**config.mk**
```make
export PLATFORM = sky130hd
export DESIGN_NAME = ps2_key_tracker
export DESIGN_NICKNAME = d
export VERILOG_FILES = /design/src/rtl/keyboard_pkg.sv /design/src/rtl/ps2_frame_rx.sv /design/src/rtl/ps2_key_tracker.sv
export SDC_FILE = /design/constraint.sdc
export NUM_CORES = 1
export LEC_CHECK = 0
export BUFFER_PORTS_ARGS = -buffer_cell sky130_fd_sc_hd__buf_2
export CAP_MARGIN = 5
export CORE_AREA = 5 5 103 124
export CTS_BUF_LIST = sky130_fd_sc_hd__clkbuf_4 sky130_fd_sc_hd__clkbuf_8 sky130_fd_sc_hd__clkbuf_16
export DETAILED_ROUTE_END_ITERATION = 16
export DIE_AREA = 0 0 108 129
export PLACE_DENSITY = 0.42
export SETUP_SLACK_MARGIN = 0.02
export SLEW_MARGIN = 10
export SYNTH_ARGS = -nofsm -noshare
export SYNTH_HDL_FRONTEND = slang
export SYNTH_HIERARCHICAL = 1
export SYNTH_SLANG_ARGS = --single-unit
```
**constraint.sdc**
```tcl
create_clock -name clk -period 2.76 [get_ports clk]
set_input_delay 0.414 -clock clk [delete_from_list [all_inputs] [get_ports clk]]
set_output_delay 0.414 -clock clk [all_outputs]
set_load 0.05 [all_outputs]
```
**src/rtl/keyboard_pkg.sv**
```systemverilog
// Shared PS/2 scan-code constants and types for the keyboard front-end.
package keyboard_pkg;

  localparam logic [7:0] SC_EXT    = 8'hE0;
  localparam logic [7:0] SC_BRK    = 8'hF0;
  localparam logic [7:0] SC_W      = 8'h1D;
  localparam logic [7:0] SC_S      = 8'h1B;
  localparam logic [7:0] SC_UP     = 8'h75;
  localparam logic [7:0] SC_DOWN   = 8'h72;
  localparam logic [7:0] SC_BAT_OK = 8'hAA;
  localparam logic [7:0] SC_ACK    = 8'hFA;
  localparam logic [7:0] SC_ECHO   = 8'hEE;
  localparam logic [7:0] SC_RESEND = 8'hFE;
  localparam logic [7:0] SC_ERR0   = 8'h00;
  localparam logic [7:0] SC_OVR    = 8'hFF;

  typedef logic [8:0] keycode_t;

  typedef enum logic [1:0] {IDLE, DATA, PARITY, STOP} rx_state_t;

  // Keyboard status/response bytes that must never be treated as key codes.
  function automatic logic is_ctrl_byte(input logic [7:0] b);
    return b inside {SC_ERR0, SC_OVR, SC_BAT_OK, SC_ACK, SC_ECHO, SC_RESEND};
  endfunction

endpackage

```
**src/rtl/ps2_frame_rx.sv**
```systemverilog
// PS/2 frame receiver: input synchronisers, clock glitch filter, 11-bit
// frame FSM with odd-parity/stop checks and an inter-edge timeout.
module ps2_frame_rx
  import keyboard_pkg::*;
#(
  parameter int FILTER_LEN     = 8,
  parameter int TIMEOUT_CYCLES = 200_000
) (
  input  logic       clk,
  input  logic       rst,
  input  logic       ps2_clk,
  input  logic       ps2_data,
  output logic       byte_valid,
  output logic [7:0] byte_data,
  output logic       frame_err
);

  localparam int FLT_W = $clog2(FILTER_LEN + 1);
  localparam int TMO_W = $clog2(TIMEOUT_CYCLES + 1);

  logic [1:0]       clk_sync_q, dat_sync_q;
  logic             filt_q, filt_d, filt_dly_q;
  logic [FLT_W-1:0] filt_cnt_q, filt_cnt_d;
  rx_state_t        state_q, state_d;
  logic [7:0]       shreg_q, shreg_d;
  logic [2:0]       bit_cnt_q, bit_cnt_d;
  logic             par_q, par_d;
  logic             byte_valid_q, byte_valid_d;
  logic             frame_err_q, frame_err_d;
  logic [7:0]       byte_data_q, byte_data_d;
  logic [TMO_W-1:0] tmo_q, tmo_d;
  logic             fall, din;

  assign din  = dat_sync_q[1];
  assign fall = filt_dly_q & ~filt_q;

  always_comb begin
    filt_d     = filt_q;
    filt_cnt_d = '0;
    if (clk_sync_q[1] != filt_q) begin
      filt_cnt_d = filt_cnt_q + FLT_W'(1);
      if (filt_cnt_q == FLT_W'(FILTER_LEN - 1)) begin
        filt_d     = clk_sync_q[1];
        filt_cnt_d = '0;
      end
    end
  end

  always_comb begin
    state_d      = state_q;
    shreg_d      = shreg_q;
    bit_cnt_d    = bit_cnt_q;
    par_d        = par_q;
    byte_valid_d = 1'b0;
    frame_err_d  = 1'b0;
    byte_data_d  = byte_data_q;
    tmo_d        = tmo_q;
    if (fall) begin
      tmo_d = '0;
      unique case (state_q)
        IDLE: if (!din) begin
          state_d   = DATA;
          bit_cnt_d = 3'd0;
        end
        DATA: begin
          shreg_d   = {din, shreg_q[7:1]};
          bit_cnt_d = bit_cnt_q + 3'd1;
          if (bit_cnt_q == 3'd7) state_d = PARITY;
        end
        PARITY: begin
          par_d   = din;
          state_d = STOP;
        end
        STOP: begin
          state_d = IDLE;
          if (din && (^{shreg_q, par_q})) begin
            byte_valid_d = 1'b1;
            byte_data_d  = shreg_q;
          end else begin
            frame_err_d = 1'b1;
          end
        end
      endcase
    end else if (state_q != IDLE) begin
      // A stalled frame is abandoned so the next start bit resynchronises.
      if (tmo_q == TMO_W'(TIMEOUT_CYCLES - 1)) begin
        frame_err_d = 1'b1;
        state_d     = IDLE;
        tmo_d       = '0;
      end else begin
        tmo_d = tmo_q + TMO_W'(1);
      end
    end
  end

  always_ff @(posedge clk) begin
    if (rst) begin
      clk_sync_q   <= 2'b11;
      dat_sync_q   <= 2'b11;
      filt_q       <= 1'b1;
      filt_dly_q   <= 1'b1;
      filt_cnt_q   <= '0;
      state_q      <= IDLE;
      shreg_q      <= '0;
      bit_cnt_q    <= '0;
      par_q        <= 1'b0;
      byte_valid_q <= 1'b0;
      frame_err_q  <= 1'b0;
      byte_data_q  <= '0;
      tmo_q        <= '0;
    end else begin
      clk_sync_q   <= {clk_sync_q[0], ps2_clk};
      dat_sync_q   <= {dat_sync_q[0], ps2_data};
      filt_q       <= filt_d;
      filt_dly_q   <= filt_q;
      filt_cnt_q   <= filt_cnt_d;
      state_q      <= state_d;
      shreg_q      <= shreg_d;
      bit_cnt_q    <= bit_cnt_d;
      par_q        <= par_d;
      byte_valid_q <= byte_valid_d;
      frame_err_q  <= frame_err_d;
      byte_data_q  <= byte_data_d;
      tmo_q        <= tmo_d;
    end
  end

  assign byte_valid = byte_valid_q;
  assign byte_data  = byte_data_q;
  assign frame_err  = frame_err_q;

endmodule

```
**src/rtl/ps2_key_tracker.sv**
```systemverilog
// PS/2 keyboard front-end: E0/F0 prefix tracking and held/press/release
// state for a configurable table of scan codes.
module ps2_key_tracker
  import keyboard_pkg::*;
#(
  parameter int                 NKEYS          = 4,
  parameter logic [9*NKEYS-1:0] KEY_CODES      = {{1'b1, SC_DOWN}, {1'b1, SC_UP},
                                                  {1'b0, SC_S},    {1'b0, SC_W}},
  parameter int                 FILTER_LEN     = 8,
  parameter int                 TIMEOUT_CYCLES = 200_000
) (
  input  logic             clk,
  input  logic             rst,
  input  logic             PS2Clk,
  input  logic             PS2Data,
  input  logic             clr_keys,
  output logic [NKEYS-1:0] key_held,
  output logic [NKEYS-1:0] key_press,
  output logic [NKEYS-1:0] key_release,
  output logic             byte_valid,
  output logic [7:0]       byte_data,
  output logic             frame_err
);

  logic             ext_q, ext_d, brk_q, brk_d;
  logic [NKEYS-1:0] held_q, held_d, press_q, press_d, rel_q, rel_d;
  keycode_t         code;

  ps2_frame_rx #(
    .FILTER_LEN     (FILTER_LEN),
    .TIMEOUT_CYCLES (TIMEOUT_CYCLES)
  ) u_rx (
    .clk        (clk),
    .rst        (rst),
    .ps2_clk    (PS2Clk),
    .ps2_data   (PS2Data),
    .byte_valid (byte_valid),
    .byte_data  (byte_data),
    .frame_err  (frame_err)
  );

  assign code = {ext_q, byte_data};

  always_comb begin
    ext_d   = ext_q;
    brk_d   = brk_q;
    held_d  = held_q;
    press_d = '0;
    rel_d   = '0;
    if (clr_keys) begin
      held_d = '0;
      ext_d  = 1'b0;
      brk_d  = 1'b0;
    end else if (frame_err) begin
      ext_d = 1'b0;
      brk_d = 1'b0;
    end else if (byte_valid) begin
      if (byte_data == SC_EXT) begin
        ext_d = 1'b1;
      end else if (byte_data == SC_BRK) begin
        brk_d = 1'b1;
      end else begin
        ext_d = 1'b0;
        brk_d = 1'b0;
        if (!is_ctrl_byte(byte_data)) begin
          // Duplicate table entries all follow the same code.
          for (int i = 0; i < NKEYS; i++) begin
            if (KEY_CODES[9*i +: 9] == code) begin
              if (brk_q) begin
                held_d[i] = 1'b0;
                rel_d[i]  = held_q[i];
              end else begin
                held_d[i]  = 1'b1;
                press_d[i] = ~held_q[i];
              end
            end
          end
        end
      end
    end
  end

  always_ff @(posedge clk) begin
    if (rst) begin
      ext_q   <= 1'b0;
      brk_q   <= 1'b0;
      held_q  <= '0;
      press_q <= '0;
      rel_q   <= '0;
    end else begin
      ext_q   <= ext_d;
      brk_q   <= brk_d;
      held_q  <= held_d;
      press_q <= press_d;
      rel_q   <= rel_d;
    end
  end

  assign key_held    = held_q;
  assign key_press   = press_q;
  assign key_release = rel_q;

endmodule

```
=== Word-level counts from Yosys, hierarchy flattened ===
Index checks and enable logic that the tools add are counted.

* Register bits after elaboration: 66
* Latch bits: 0
* Bits in writable memories: 0
* Memory bits (read-only): 0
* Bits of input ports: 5
* Output and inout bits: 22
* Memories: 0

* Add/sub/neg operators: 3
* Multiply operators: 0
* Divide/modulo/power cells: 0
* Magnitude comparators: 0
* Equal/unequal tests: 22
* Shifts and indexed selects: 0
* Muxes and demuxes: 19
* Bitwise logic cells: 19
* Reductions and logical operators: 34

{| class="wikitable"
|+ Operators by type and width
! operator !! count
|-
| 9-bit OR reduction || 8
|-
| 8-bit equality test, second input constant || 7
|-
| 6-bit AND reduction || 4
|-
| 18-bit by 1-bit adder with 18-bit output, second input constant || 1
|-
| 18-bit equality test, second input constant || 1
|-
| 5-bit by 9-bit equality test with 1-bit output, first input constant || 2
|-
| 9-bit equality test, first input constant || 2
|-
| 18-bit two-way mux || 1
|-
| 1-bit NOT || 18
|-
| 1-bit two-way mux || 10
|-
| 2-bit two-way mux || 5
|-
| 2-bit AND reduction || 5
|-
| 3-bit OR reduction || 3
|-
| 9-bit XOR reduction || 1
|-
| 8-bit logical NOT || 1
|-
| 2-bit case mux with 4 select lines || 1
|-
| 2-bit nonzero test || 4
|-
| 3-bit inequality test, second input constant || 2
|-
| 3-bit case mux with 2 select lines || 1
|-
| 3-bit AND reduction || 2
|-
| 6-bit nonzero test || 1
|-
| 4-bit by 1-bit adder with 4-bit output, second input constant || 1
|-
| 2-bit equality test, second input constant || 2
|-
| 4-bit by 3-bit equality test with 1-bit output, second input constant || 1
|-
| other kinds (11) || 13
|}

=== Longest topological paths before layout ===
Gate-level depths: netlist (run 1).

* Depth after elaboration: 5
* Gate-level depth with buffers: 8
* Depth with buffers taken out: 7

=== Modules after synthesis ===
The synthesis (run 1) kept the hierarchy.

{| class="wikitable"
|+ Modules (own cells, without submodules)
! module !! times used !! cells each !! area each (µm²)
|-
| ps2_frame_rx || 1 || 248 || 2,244.7
|-
| ps2_key_tracker || 1 || 55 || 540.5
|}

=== Least setup slack after synthesis (run 1) ===
OpenSTA, ideal clock, no wires.

* Path kind: flip-flop to flip-flop
* From: register u_rx.tmo_q[0]
* To: register u_rx.state_q[1]
* Data arrival time: 2.122 ns
* Data required time: 2.690 ns
* Slack: 0.567 ns
* Stages on the path, launching flop included: 7
* Path buffers: 0
* Cells stage by stage: dfxtp_1 > ha_1 > or4b_1 > or4_4 > o31a_1 > or3_1 > a21oi_1

* Cells in the longest elaborated chain, start to end: 3

{| class="wikitable"
|+ Ends and longest elaborated chain
! item !! line !! text
|-
| from (decl) || ps2_frame_rx.sv:31 || <nowiki>logic [TMO_W-1:0] tmo_q, tmo_d;</nowiki>
|-
| from (signal assigned) || ps2_frame_rx.sv:124 || <nowiki>tmo_q <= tmo_d;</nowiki>
|-
| 18-bit equality test || ps2_frame_rx.sv:86 || <nowiki>if (tmo_q == TMO_W'(TIMEOUT_CYCLES - 1)) begin</nowiki>
|-
| 2-bit nonzero test (no line) || n/a ||
|-
| 4-bit AND reduction (no line) || n/a ||
|-
| to (signal assigned) || ps2_frame_rx.sv:117 || <nowiki>state_q <= state_d;</nowiki>
|-
| to (decl) || ps2_frame_rx.sv:24 || <nowiki>rx_state_t state_q, state_d;</nowiki>
|}

Every way passes these cells.
A chain may end at the register's enable or synchronous reset.

=== Final worst setup path (run 1) ===
Ends and elaborated chain as after synthesis.

==> impl_metrics.toml, run 1 <==
[final_layout]
layout-drive-gt1-share_pct = 16.81
n_antenna_cell = 0
final_nets = 347
final-instance-count-excl-fill = 496
area_growth_pct = 23.27
layout_common_cells = "66 x dfxtp_1, 40 x nor2_1, 29 x nand2_1"
final_common_cell = "dfxtp_1"
fin_util_pct = 30.10

[logic_synthesis]
synth.distinct_cells = 41
avgSynthCellArea_sq_um = 9.192
async_flop_share_pct = 0
synth_area_leaders = "dfxtp_1 47%, nor2_1 5.4%, mux2i_1 4.7%, nand2_1 3.9%, nand3_1 3.8%"
yosysWarnings = 6
syn_area_sq_um = 2785
synth_ff_type = "dfxtp_1"
yosysTopAreaCell = "dfxtp_1"
ys_seq_elements = 66
synthCells = 303
synth_edf_count = 0
synth_top_area_share_pct = 47.44
synth_nets = 316
synth.yosys.seq_area_share_pct = 47.44

[worst_setup_path]
r2r_end = "u_rx/state_q[1]"
crit_family = "simple AND/OR/NAND/NOR gates"
r2r_setup_slack_ns = 0.41
endpoint = "u_rx/state_q[1]"
crit_chain = "ha_1 > or4b_1 > or4_4 > o31a_1 > or3_1 > a21oi_1"
startpoint = "u_rx/tmo_q[0]"
crit_path_start_kind = "flop"
reg2reg_from = "u_rx/tmo_q[0]"
arrival_ns = 2.60
critPathMaxFanout = 4
crit_path_top_delay_cell = "or4b_1"
crit_buf_inv = 0
worst-setup-path-type = "reg2reg"
cp.depth = 6
cp.required_ns = 3.01
reg2reg_depth = 6
end_kind = "flop"
cpPeakStageDelay_ns = 0.44

[sta]
setup_viol = 0
slew_headroom_pct = 56.61
fmax_ghz = 0.4259
fin_tns_setup_ns = 0
finClkSkew_ns = 0.005146
hold_viol_final = 0
min_period_ns = 2.348
timing.final.crit_share_pct = 85.06
rsz0062_at_grt = "no"
worst_pin_slew_ns = 0.6509
drv_slew = 0

[clocking]
cts_setup_buffers = 0
h-tree-depth = 3
cts_made_buffers = 9
cts_hold_buf = 0
cts_num_sinks = 66
cts_resized = 0
cts_tree = "built"
clockBufferDepth = 2
cts-root-buf = "clkbuf_16"
clock_latency_ns = 0.32
clk_pin_slew_ns = 0.06

[run]
maxCapViolations = 0

[min_path]
hold_class = "in2reg"

[floorplanning]
die_w_microns = 108
core_sq_um = 11410
pin_count = 27
rows = 43
dieHeight_microns = 129
floorplan.die_area_sq_um = 13930
initial_utilization_pct = 24.42

[global_routing]
grt_overflow = 0
grt_pass1_wl_microns = 10100
grt_pass1_vias = 2105
grt_use_total_pct = 9.128
grt_max_degree = 38
antenna_found_initial = 0

[detailed_routing]
ant_nets = 0
drt_iter0_markers = 66
drt_pass1_iterations = 4
vias = 2170
route.detailed.drc = 0
wire_per_inst_microns = 11.98
drt-vias-per-instance = 4.375
routed_wl_microns = 5944

[pwr]
cellLeakagePower_nw = 1.356
irDropWorstVdd_uv = 271.3
p_per_area_nw_per_um2 = 648.2

[run_status]
status = "finished, final reports clean"

[placed_design]
place.gp.congestion = 0.7401
dp.cells = 480
port_buffers = 26
place_hpwl_microns = 4158
## how the worst min path moves through the flow
stage | cells after the start | endpoint | from
finish | 2 | u_rx/clk_sync_q[0] | PS2Clk
global route | 2 | u_rx/clk_sync_q[0] | PS2Clk
CTS | 2 | u_rx/clk_sync_q[0] | PS2Clk
detailed placement | 1 | u_rx/dat_sync_q[1] | u_rx/dat_sync_q[0]
global placement | 1 | u_rx/dat_sync_q[1] | u_rx/dat_sync_q[0]
floorplan | 1 | u_rx/clk_sync_q[1] | u_rx/clk_sync_q[0]
## state kept, by name, summed over array words and instances, names as in the netlist, 2 cells and up
signal	cells
u_rx/bit_cnt_q	3
key_held	4
u_rx/dat_sync_q	2
u_rx/filt_cnt_q	4
u_rx/state_q	2
u_rx/tmo_q	18
u_rx/byte_data	8
key_release	4
u_rx/clk_sync_q	2
u_rx/shreg_q	8
key_press	4
## metal layers
metal	vias up	wire length, microns	track usage (%)
li1	1111	-	-
met1	1012	2741	10.75
met2	37	2835	15.19
met3	10	270	2.609
met4	0	96	4.458
met5	-	0	0
## layout make-up
class | count | area [sq um]
Inverter | 8 | 30.03
Multi-Input combinational cell | 218 | 1390
Tap cell | 157 | 196.4
Clock buffer | 10 | 239.0
Fill cell | 1239 | 7973
Sequential cell | 66 | 1321
Clock inverter | 6 | 88.84
Timing Repair Buffer | 31 | 167.7
## Yosys cell counts, types with 2 or more instances
| cell | n |
|---|---|
| nor2b_1 | 3 |
| xnor2_1 | 11 |
| or2_2 | 6 |
| mux2i_1 | 13 |
| and4_1 | 2 |
| xnor3_1 | 2 |
| nand3_1 | 21 |
| inv_1 | 8 |
| nor4_1 | 4 |
| nor2_1 | 40 |
| nor4b_1 | 3 |
| o21ai_0 | 4 |
| or4_4 | 2 |
| a21oi_1 | 16 |
| clkbuf_1 | 9 |
| nand3b_1 | 4 |
| dfxtp_1 | 66 |
| ha_1 | 8 |
| nand2b_1 | 2 |
| nor3_1 | 9 |
| a32oi_1 | 2 |
| or4b_1 | 2 |
| nand4_1 | 4 |
| and3_1 | 2 |
| nand2_1 | 29 |
| xor2_1 | 12 |
| or3_1 | 5 |
## logic make-up after synthesis
kind of cell	synth area share [%]
and+or+nand+nor	26.68
DFF	47.44
AOI/OAI and AO/OA	5.616
xor gates and xnor gates	8.850
buffers and inverters	2.650
muxes	5.166
adders and majority gates	3.594
## report_power, final
| part | switching (W) | internal, W | total, W |
|---|---|---|---|
| combinational | 0.0000181 | 0.00000731 | 0.0000254 |
| clock | 0.000426 | 0.000816 | 0.00124 |
| sequential | 0.00000201 | 0.000956 | 0.000958 |
| total | 0.000446 | 0.00178 | 0.00223 |
## stage by stage
step / hold WS, ns / instance area [sq um] / setup slack (ns) / power [W]
final: 0.2735 / 3433 / 0.4122 / 0.002225
after detailed placement: 0.3959 / 3105 / 0.4227 / 0.001005
after CTS: 0.2609 / 3433 / 0.4104 / 0.002267
after global placement: 0.3923 / 3105 / 0.4842 / 0.001005
after floorplan: 0.3895 / 2785 / 0.5672 / 0.0009964
after global routing: 0.2832 / 3433 / 0.2810 / 0.002312
Power figures use the tool's default switching activity.
==> inputs of run 2 (changes only) <==
Settings changed: CELL_PAD_IN_SITES_DETAIL_PLACEMENT set to 0, CELL_PAD_IN_SITES_GLOBAL_PLACEMENT set to 2, PLACE_DENSITY 0.42 to 0.58.
==> run 2 against run 1 <==
Compared with the run above: fmax is 0.75% higher; register-to-register slack improved by 0.02 ns; largest cell class unchanged; final area is 0.36% lower; critical path depth stayed put; sequential power about the same; total power is 4.6% lower.
==> impl_metrics.toml, run 2 (synthesis results as in run 1) <==
[floorplanning]
rows = 43
die_w_microns = 108
core_sq_um = 11410
floorplan.die_area_sq_um = 13930
initial_utilization_pct = 24.42
pin_count = 27
dieHeight_microns = 129

[sta]
drv_slew = 0
fin_tns_setup_ns = 0
rsz0062_at_grt = "no"
slew_headroom_pct = 55.95
worst_pin_slew_ns = 0.6547
timing.final.crit_share_pct = 84.43
hold_viol_final = 0
min_period_ns = 2.330
fmax_ghz = 0.4291
finClkSkew_ns = 0.005756
setup_viol = 0

[final_layout]
area_growth_pct = 22.82
final_nets = 349
largest_reg_flops = 18
n_antenna_cell = 0
final_common_cell = "dfxtp_1"
layout-drive-gt1-share_pct = 17.30
regMostFlops = "u_rx/tmo_q"
finalInstanceArea_sq_um = 3421
final-instance-count-excl-fill = 498
layout_common_cells = "66 x dfxtp_1, 40 x nor2_1, 29 x nand2_1"

[run]
maxCapViolations = 0

[pwr]
p_per_area_nw_per_um2 = 620.9
irDropWorstVdd_uv = 308.1
cellLeakagePower_nw = 1.364

[clocking]
clockBufferDepth = 2
cts_setup_buffers = 0
cts_resized = 0
cts-root-buf = "clkbuf_16"
cts_made_buffers = 9
clock_latency_ns = 0.32
h-tree-depth = 3
clk_pin_slew_ns = 0.06
cts_tree = "built"
cts_num_sinks = 66
cts_hold_buf = 0

[global_routing]
grt_pass1_wl_microns = 10390
grt_use_total_pct = 9.652
antenna_found_initial = 0
grt_pass1_vias = 2041
grt_max_degree = 28
grt_overflow = 0

[placed_design]
dp.cells = 482
place.gp.congestion = 0.7165
dpl_cell_area_sq_um = 3120
place_hpwl_microns = 4531
port_buffers = 26

[detailed_routing]
vias = 2143
route.detailed.drc = 0
ant_nets = 0
drt_iter0_markers = 40
drt-vias-per-instance = 4.303
routed_wl_microns = 6290
wire_per_inst_microns = 12.63
drt_pass1_iterations = 4

[min_path]
hold_path_end = "u_rx/clk_sync_q[0]"
whs_path_depth = 2
hold_class = "in2reg"
worstHoldStart = "PS2Clk"

[worst_setup_path]
worst-setup-path-type = "reg2reg"
crit_buf_inv = 0
end_kind = "flop"
crit_path_start_kind = "flop"
crit_chain = "ha_1 > or4b_1 > or4_4 > o31a_1 > or3_1 > a21oi_1"
r2r_setup_slack_ns = 0.43
crit_path_top_delay_cell = "or4b_1"
reg2reg_from = "u_rx/tmo_q[0]"
cpPeakStageDelay_ns = 0.43
cp.required_ns = 3.01
arrival_ns = 2.58
critPathMaxFanout = 4
crit_family = "simple AND/OR/NAND/NOR gates"
r2r_end = "u_rx/state_q[1]"
reg2reg_depth = 6

[run_status]
status = "finished, final reports clean"
[run 2: area by class of cell]
| cell class | count | area [sq um] |
|---|---|---|
| flip-flops and latches | 66 | 1321 |
| well taps | 157 | 196.4 |
| multi-input cells | 218 | 1390 |
| repair buffers | 33 | 182.7 |
| clock inverters | 5 | 53.80 |
| fillers | 1247 | 7985 |
| clock buffers | 11 | 246.5 |
| inverters | 8 | 30.03 |
[run 2: worst reg2reg max path, cell delays in order, from the launching register on]
cell and delay, ns:
dfxtp_1 0.37, ha_1 0.18, or4b_1 0.43, or4_4 0.43
o31a_1 0.32, or3_1 0.38, a21oi_1 0.14
[run 2: layer usage]
metal / track usage [%] / part of all wire (%)
met1: 10.88 / 44
met2: 16.80 / 49
met3: 3.161 / 4.8
met4: 3.789 / 1.7
met5: 0 / 0
[run 2: how the worst max path moves through the flow]
stage | startpoint | slack [ns] | depth (start not counted) | endpoint
3_3_place_gp | u_rx/tmo_q[0] | 0.49 | 6 | u_rx/state_q[1]
3_5_place_dp | u_rx/tmo_q[0] | 0.44 | 6 | u_rx/state_q[1]
5_1_grt | u_rx/tmo_q[0] | 0.35 | 6 | u_rx/state_q[0]
6_report | u_rx/tmo_q[0] | 0.43 | 6 | u_rx/state_q[1]
2_1_floorplan | u_rx/tmo_q[0] | 0.57 | 6 | u_rx/state_q[1]
4_1_cts | u_rx/tmo_q[0] | 0.43 | 6 | u_rx/state_q[1]
[run 2: report_power, final]
group          switching, W  internal, W
combinational     0.0000187   0.00000823
sequential       0.00000211     0.000956
clock              0.000409     0.000730
[run 2: through the flow]
stage               hold WS, ns  power [W]  utilization (%)  setup slack [ns]
CTS                      0.2584   0.002166            29.99            0.4339
global placement         0.3920   0.001008            27.36            0.4949
floorplan                0.3895  0.0009964                -            0.5672
detailed placement       0.3948   0.001007            27.36            0.4430
finish                   0.2755   0.002124            29.99            0.4297
global route             0.2762   0.002214            29.99            0.3516
==> inputs of run 3 (changes only) <==
Clock period 2.76 ns to 2.44 ns, I/O delays scaled along.
==> run 3 against run 2 <==
Compared with the run above: setup slack worse by 0.28 ns; first-iteration DRC count up 48%; highest routed layer unchanged; largest cell class unchanged; combinational power up 24%.
==> impl_metrics.toml, run 3 (synthesis results as in run 1) <==
[floorplanning]
initial_utilization_pct = 24.42
floorplan.die_area_sq_um = 13930
rows = 43
die_w_microns = 108
pin_count = 27
core_sq_um = 11410
dieHeight_microns = 129

[global_routing]
grt_overflow = 0
antenna_found_initial = 0
grt_use_total_pct = 10.05
grt_pass1_vias = 2058
grt_pass1_wl_microns = 10670
grt_max_degree = 20

[worst_setup_path]
cp.required_ns = 2.70
critPathMaxFanout = 4
arrival_ns = 2.55
crit_path_start_kind = "flop"
worst-setup-path-type = "reg2reg"
end_kind = "flop"

[sta]
slew_headroom_pct = 57.23
rsz0062_at_grt = "no"
finClkSkew_ns = 0.007068
worst_pin_slew_ns = 0.6392
timing.final.crit_share_pct = 93.99
fin_tns_setup_ns = 0
min_period_ns = 2.293
hold_ws_ns = 0.2250
fmax_ghz = 0.4360
hold_viol_final = 0
setup_viol = 0
drv_slew = 0

[detailed_routing]
routed_wl_microns = 6441
dr_wl_met3_microns = 313
wire_per_inst_microns = 12.88
drt-vias-per-instance = 4.320
top_layer_used = "met4"
route.detailed.drc = 0
drt_iter0_markers = 59
vias = 2160
drt_pass1_iterations = 4
wl_met1_microns = 2805
ant_nets = 0
met2_length_microns = 3196

[final_layout]
n_antenna_cell = 0
fillCellCount = 1258
regMostFlops = "u_rx/tmo_q"
layout_common_cells = "65 x dfxtp_1, 40 x nor2_1, 29 x nand2_1"
area_growth_pct = 24.03
largest_reg_flops = 18
final_common_cell = "dfxtp_1"
layout-drive-gt1-share_pct = 18.08
final_nets = 351

[clocking]
cts-root-buf = "clkbuf_16"
h-tree-depth = 3
cts_num_sinks = 66
clk_pin_slew_ns = 0.06
cts_made_buffers = 9
cts_tree = "built"
clockBufferDepth = 2
cts_setup_buffers = 0
clock_latency_ns = 0.33

[placed_design]
port_buffers = 26
place.gp.congestion = 0.6697
place_hpwl_microns = 4628

[run]
maxCapViolations = 0

[pwr]
irDropWorstVdd_uv = 321.3
p_per_area_nw_per_um2 = 703.6
cellLeakagePower_nw = 1.377

[run_status]
status = "finished, final reports clean"

[min_path]
hold_class = "in2reg"
-- run 3: cell count changes in the layout (fill, tap and decap cells not counted) --
| cell | before | now |
|---|---|---|
| dfxtp_2 | 0 | 1 |
| buf_4 | 7 | 8 |
| clkbuf_4 | 1 | 2 |
| clkinvlp_4 | 0 | 1 |
| buf_12 | 0 | 1 |
| dfxtp_1 | 66 | 65 |
| clkinv_2 | 3 | 1 |
-- run 3: cell type report --
class                      count  area [sq um]  area share (%)
multi-input combinational    218          1390           40.24
sequential                    66          1323           38.28
clock buffer                  12         254.0           7.352
timing repair buffer          35         210.2           6.085
tap                          157         196.4           5.686
clock inverter                 4         51.30           1.485
inverter                       8         30.03          0.8693
-- run 3: critical path, cell delays in order, from the launching register on --
cell and delay (ns):
dfxtp_2 0.35, ha_1 0.18, or4b_1 0.43, or4_4 0.44, o31a_1 0.29, or3_1 0.37
a21oi_1 0.16
-- run 3: worst paths after layout --
| path | start | end | slack [ns] | cells past startpoint |
|---|---|---|---|---|
| worst max-delay path | u_rx/tmo_q[0] | u_rx/state_q[1] | 0.15 | 6 |
| worst min register to register | u_rx/clk_sync_q[0] | u_rx/clk_sync_q[1] | 0.41 | 1 |
| worst min-delay path | PS2Clk | u_rx/clk_sync_q[0] | 0.23 | 2 |
| worst max register to register | u_rx/tmo_q[0] | u_rx/state_q[1] | 0.15 | 6 |
-- run 3: power breakdown --
| part | switching, W | internal [W] | leakage (nW) | total, W |
|---|---|---|---|---|
| sequential | 0.00000236 | 0.00108 | 0.533 | 0.00108 |
| clock | 0.000472 | 0.000841 | 0.150 | 0.00131 |
| combinational | 0.0000218 | 0.0000115 | 0.695 | 0.0000333 |
| total | 0.000497 | 0.00193 | 1.38 | 0.00243 |
-- run 3: per-layer routing --
layer / GRT usage [%] / vias to the layer above
li1: - / 1116
met4: 5.572 / 0
met3: 3.211 / 13
met2: 17.09 / 41
met1: 11.05 / 990
met5: 0 / -
-- run 3: what timing repair did --
item                       4_1_cts  5_1_grt
gates resized for setup          0        1
hold buffers                     0        0
setup endpoints to repair        0        2
-- run 3: metrics by stage --
stage / setup WS, ns / cell area, sq um / util (%) / power [W] / std cells
after floorplan: 0.2472 / 2785 / - / 0.001127 / 303
after global placement: 0.1634 / 3148 / 27.60 / 0.001142 / 484
after detailed placement: 0.09618 / 3148 / 27.60 / 0.001142 / 484
after CTS: 0.04865 / 3453 / 30.28 / 0.002478 / 500
after global routing: 0.05743 / 3455 / 30.29 / 0.002540 / 500
final: 0.1466 / 3455 / 30.29 / 0.002431 / 500
